[src/rtl/reg_bank_if.sv]
// Register bank access bundle: one write port and two read ports.
// Width parameters must match the reg_bank instance they connect to.
interface reg_bank_if #(
    parameter int DATA_W = 8,
    parameter int ADDR_W = 2
);
    logic              write_enable;
    logic [ADDR_W-1:0] write_addr;
    logic [DATA_W-1:0] write_data;
    logic [ADDR_W-1:0] r_a;
    logic [ADDR_W-1:0] r_b;
    logic [DATA_W-1:0] a;
    logic [DATA_W-1:0] b;

    modport master (
        output write_enable,
        output write_addr,
        output write_data,
        output r_a,
        output r_b,
        input  a,
        input  b
    );

    modport slave (
        input  write_enable,
        input  write_addr,
        input  write_data,
        input  r_a,
        input  r_b,
        output a,
        output b
    );
endinterface

[src/rtl/reg_bank.sv]
// General-purpose register file, two async read ports, one sync write port.
// Define REG_BANK_BYPASS_EN to forward write_data onto matching read ports.
module reg_bank #(
    parameter int              DATA_W    = 8,
    parameter int              ADDR_W    = 2,
    parameter logic [DATA_W-1:0] RESET_VAL = '0
) (
    input  logic       clk,
    input  logic       rst,
    reg_bank_if.slave  bus
);
    localparam int NUM_REGS = 1 << ADDR_W;

    logic [DATA_W-1:0] regs [NUM_REGS];

    // Reset wins over a simultaneous write.
    always_ff @(posedge clk) begin
        if (rst) begin
            for (int i = 0; i < NUM_REGS; i++) begin
                regs[i] <= RESET_VAL;
            end
        end else if (bus.write_enable) begin
            regs[bus.write_addr] <= bus.write_data;
        end
    end

`ifdef REG_BANK_BYPASS_EN
    logic fwd_ok;

    assign fwd_ok = bus.write_enable && !rst;

    always_comb begin
        bus.a = regs[bus.r_a];
        bus.b = regs[bus.r_b];
        if (fwd_ok && (bus.r_a == bus.write_addr)) begin
            bus.a = bus.write_data;
        end
        if (fwd_ok && (bus.r_b == bus.write_addr)) begin
            bus.b = bus.write_data;
        end
    end
`else
    always_comb begin
        bus.a = regs[bus.r_a];
        bus.b = regs[bus.r_b];
    end
`endif
endmodule

[src/flat_wrapper.sv]
// flat-port wrapper written by rule: the top's interface ports become plain ports
module reg_bank_flat 
#(
    parameter int              DATA_W    = 8,
    parameter int              ADDR_W    = 2,
    parameter logic [DATA_W-1:0] RESET_VAL = '0
)
  (clk, rst, bus_write_enable, bus_write_addr, bus_write_data, bus_r_a, bus_r_b, bus_a, bus_b);
  reg_bank_if #(.DATA_W(DATA_W), .ADDR_W(ADDR_W)) bus_i ();
  input  logic clk;
  input  logic rst;
  input wire logic [$bits(bus_i.write_enable)-1:0] bus_write_enable;
  input wire logic [$bits(bus_i.write_addr)-1:0] bus_write_addr;
  input wire logic [$bits(bus_i.write_data)-1:0] bus_write_data;
  input wire logic [$bits(bus_i.r_a)-1:0] bus_r_a;
  input wire logic [$bits(bus_i.r_b)-1:0] bus_r_b;
  output wire logic [$bits(bus_i.a)-1:0] bus_a;
  output wire logic [$bits(bus_i.b)-1:0] bus_b;
  assign bus_i.write_enable = bus_write_enable;
  assign bus_i.write_addr = bus_write_addr;
  assign bus_i.write_data = bus_write_data;
  assign bus_i.r_a = bus_r_a;
  assign bus_i.r_b = bus_r_b;
  assign bus_a = bus_i.a;
  assign bus_b = bus_i.b;
  reg_bank #(.DATA_W(DATA_W), .ADDR_W(ADDR_W), .RESET_VAL(RESET_VAL)) u_core (.clk(clk), .rst(rst), .bus(bus_i));
endmodule
[config.mk]
export PLATFORM = sky130hd
export DESIGN_NAME = reg_bank_flat
export DESIGN_NICKNAME = d
export VERILOG_FILES = /design/src/rtl/reg_bank_if.sv /design/src/rtl/reg_bank.sv /design/src/flat_wrapper.sv
export SDC_FILE = /design/constraint.sdc
export NUM_CORES = 1
export LEC_CHECK = 0
export BUFFER_PORTS_ARGS = -buffer_cell sky130_fd_sc_hd__clkbuf_2
export CORE_ASPECT_RATIO = 0.5
export CORE_MARGIN = 3
export CORE_UTILIZATION = 49
export DETAILED_ROUTE_END_ITERATION = 10
export HOLD_SLACK_MARGIN = 0.03
export PLACE_DENSITY_LB_ADDON = 0.12
export SETUP_SLACK_MARGIN = 0.2
export SYNTH_ARGS = -nofsm -noshare
export SYNTH_HDL_FRONTEND = slang
export SYNTH_SLANG_ARGS = --single-unit
[constraint.sdc]
create_clock -name clk -period 1 [get_ports clk]
set_clock_uncertainty 0.15 [all_clocks]
set_input_delay 0 -clock clk [delete_from_list [all_inputs] [get_ports clk]]
set_output_delay 0 -clock clk [all_outputs]
set_load 0.01 [all_outputs]
Word-level counts from Yosys, hierarchy flattened. Memory sizes are Yosys's and may differ from the RTL's. Cells that the tools add are included.

Muxes and demuxes: 8. Reductions and logical operators: 1.

Operators by type and width (count): 8-bit two-way mux (1); 8-bit OR reduction (1); 1-bit two-way mux (6); 2-bit two-way mux (1).

RAM bits: 32. Register bits: 0. Memories kept: 1.

Memories: u_core.regs (words 4, width 8, rd ports 2, clocked after Yosys merged registers in 0, wr ports 4, RTL line reg_bank.sv:14) `logic [DATA_W-1:0] regs [NUM_REGS];`.

Logic depth before layout (Yosys ltp).
Word-level depth: 5. Gate-level depth with buffers: 2.

Worst setup path before layout. No wires, ideal clock.

Kind: input to register. Start point: input port bus_write_addr[0]. End point: memory u_core.regs[2][0], enable pin. Path slack: -0.101 ns. Required time: 0.475 ns. Cell stages on the path: 2. Buffers on the path: 0. Data arrival time: 0.576 ns. Path through: nand2b_1 o21bai_1.

RTL lines: from (decl) (RTL line flat_wrapper.sv:13) `input wire logic [$bits(bus_i.write_addr)-1:0] bus_write_addr;`; to (decl) (RTL line reg_bank.sv:14).

==> results.txt <==
Outcome - complete, but fails checks
Hold WC Path Type - in2reg
Mean area per synthesized cell - 17.8 um2
Post-synthesis async set-or-reset flop share - 0%
Initial Utilization - 53.3%
Mapped Nets - 111
Portion of the clock cycle consumed by the worst path in the final layout - 144%
Most common library cells after synthesis - sky130_fd_sc_hd__edfxtp_1, sky130_fd_sc_hd__and2_1, sky130_fd_sc_hd__mux4_2
CP Capture Type - primary output
Wire length of the first global-routing pass - 4950 um
Number of global-route vias before repair - 965
Worst path arrival time - 1.29 ns
Class of the most critical setup path - reg2out
Layout overhead on the synthesized area - 26.7%
Static Leakage - 0.826 nW
Area share of the leading cell type in the synthesized netlist - 57.5%
Maximum number of pins on one net before global-route repair - 11
Number of top-level design ports - 33
Antenna violations before repair - 0
Die outline area - 4190 um2
Core outline area - 3140 um2
Power per unit of standard cell area - 1580 nW/um2
Number of iterations in the first detailed-routing pass - 4
CTS root buffer - sky130_fd_sc_hd__clkbuf_8
Critical Path RT - 0.85 ns
Cell area reported after detailed placement - 1970 um2
Crit-path max FO - 2
Largest reg by FF count - u_core.regs
H-Tree Depth - 2
Final weighted congestion of routability-driven global placement - 0.769
Relative slew margins - 81.5%
Final Hold Fails - 32
Die extent in x - 88.6 um
Number of remaining DRC errors - 0
Peak supply drop - 0.000814 V
Post-placement setup slack - -0.141 ns
Max-cap check violation count - 0
Cell taking the most area after synthesis - sky130_fd_sc_hd__edfxtp_1
Distinct cells, synth - 13
Most frequent cell after synthesis - sky130_fd_sc_hd__edfxtp_1
Net switching component of the power - 0.724 mW
Total power - 3.34 mW
Largest register FFs - 32
Final number of max-transition violations - 0
Number of nets with antenna violations after routing - 0
Post-synth EDFFs - 32
DRT iter0 DRCs - 23
Post-CTS clock slew at the launch and capture registers of the worst setup and hold paths - 0.06 ns
Most common flop cell mapped by yosys - sky130_fd_sc_hd__edfxtp_1
Finished Cell Area - 2120 um2
Total of warnings raised by yosys - 0
Setup repair after global routing missed its margin - yes
TritonCTS buffer count - 5
Final wirelength - 3220 um
Worst-Margin Slew - 0.278 ns
Setup slack of the critical path after layout - -0.436 ns
Hold Worst Slack - -0.114 ns
Net Sw Frac - 21.7%
Number of rows created at floorplan - 14
Share of cells above drive strength 1 - 58.3%
Buffer levels on the longest clock path - 2
Ant diodes - 0
Number of vias per cell after detailed routing - 5.42
Part of the power in the clock network - 35.4%
Number of register bits inferred by synthesis - 32
Violated checks - hold timing, setup timing
Clock period minus final worst setup slack - 1.44 ns
Achievable frequency - 0.697 GHz
Filler instances - 220
PortBufs - 32
Average wire length per cell after detail routing - 18.0 um
Total number of clock tree sinks - 32
Half-perimeter wire length after placement - 2200 um
Global-route usage over all layers - 17.3%
Sequential-to-total area share from yosys stat - 57.5%
Via count - 971
Number of instances in the synthesized netlist - 94
Internal power contribution - 2.62 mW
Number of nets at the end of the flow - 155
Share of power burned in combinational logic - 15.7%
Synth area leaders - sky130_fd_sc_hd__edfxtp_1, sky130_fd_sc_hd__mux4_2, sky130_fd_sc_hd__and2_1
Share of power burned in registers - 48.9%
Cell area after synthesis - 1670 um2
Leading registers by flop count - u_core.regs x32
Count of endpoints failing setup in the final report - 16
Kind of start point of the critical path - flip-flop
Remaining global-route overflow - 0
TritonCTS clock tree - done
Die extent in y - 47.3 um
cells by family (layout without fill, tap and decap cells):
kind of cell    count (synthesis)  in the layout  share of synthesized area [%]
buf+inv                         5             50                           2.17
flops                          32             32                           57.5
compound gates                  4              4                           1.95
simple gates                   37             37                           16.8
mux                            16             16                           21.6
layer usage:
layer	part of all wire, %	routed length (um)	up-vias	global-route usage [%]
met4	0	0	0	3.61
met1	47	1510	489	23.1
li1	-	-	457	-
met5	0	0	-	0
met2	49	1580	25	29.7
met3	4.0	128	0	4.20
power groups by stage:
stage                     logic [mW]  registers, mW  clock network, mW
after detailed placement       0.505           1.66                  0
after floorplan                0.303           1.64                  0
after CTS                      0.525           1.63               1.22
after global routing           0.561           1.64               1.27
final                          0.524           1.63               1.18
after global placement         0.501           1.65                  0
what timing repair did:
item | in CTS | in global routing
resized for setup | 1 | 5
pin swaps | 1 | 1
buffers inserted | 2 | 0
endpoints found under the hold margin | 32 | 32
gates cloned | 0 | 0
endpoints found under the setup margin | 32 | 33
worst max-delay path, cell delays in order (launching register included):
cell	delay [ns]
sky130_fd_sc_hd__edfxtp_1	0.40
sky130_fd_sc_hd__mux4_2	0.48
sky130_fd_sc_hd__clkbuf_2	0.14
final timing paths:
| path | slack, ns | startpoint | cells past startpoint | end |
|---|---|---|---|---|
| min | -0.11 | bus_write_data[4] | 2 | u_core.regs[2][4] |
| max | -0.44 | u_core.regs[3][0] | 2 | bus_b[0] |
cell type report:
cell class | instances | area, um2 | area share [%]
inverters | 1 | 3.75 | 0.177
clock inverters | 2 | 35.0 | 1.65
flip-flops and latches | 32 | 961 | 45.4
well taps | 40 | 50.0 | 2.36
multi-input cells | 57 | 713 | 33.7
repair buffers | 41 | 283 | 13.3
clock buffers | 6 | 72.6 | 3.43
placed cells by master, fill, tap and decap left out, drive strengths merged, types with 2 or more instances in the layout:
cell type / count
mux4: 16
and2: 32
buf: 10
clkbuf: 37
o21bai: 2
edfxtp: 32
and4bb: 2
a31o: 2
per-stage QoR:
step	TNS, ns	cells	utilization [%]
2_1_floorplan	-0.0349	94	-
3_3_place_gp	-4.33	169	62.8
3_5_place_dp	-5.40	169	62.8
4_1_cts	-6.91	179	67.4
5_1_grt	-7.46	179	67.6
6_report	-6.68	179	67.6
Note: power is estimated with default switching activity, not from simulation.
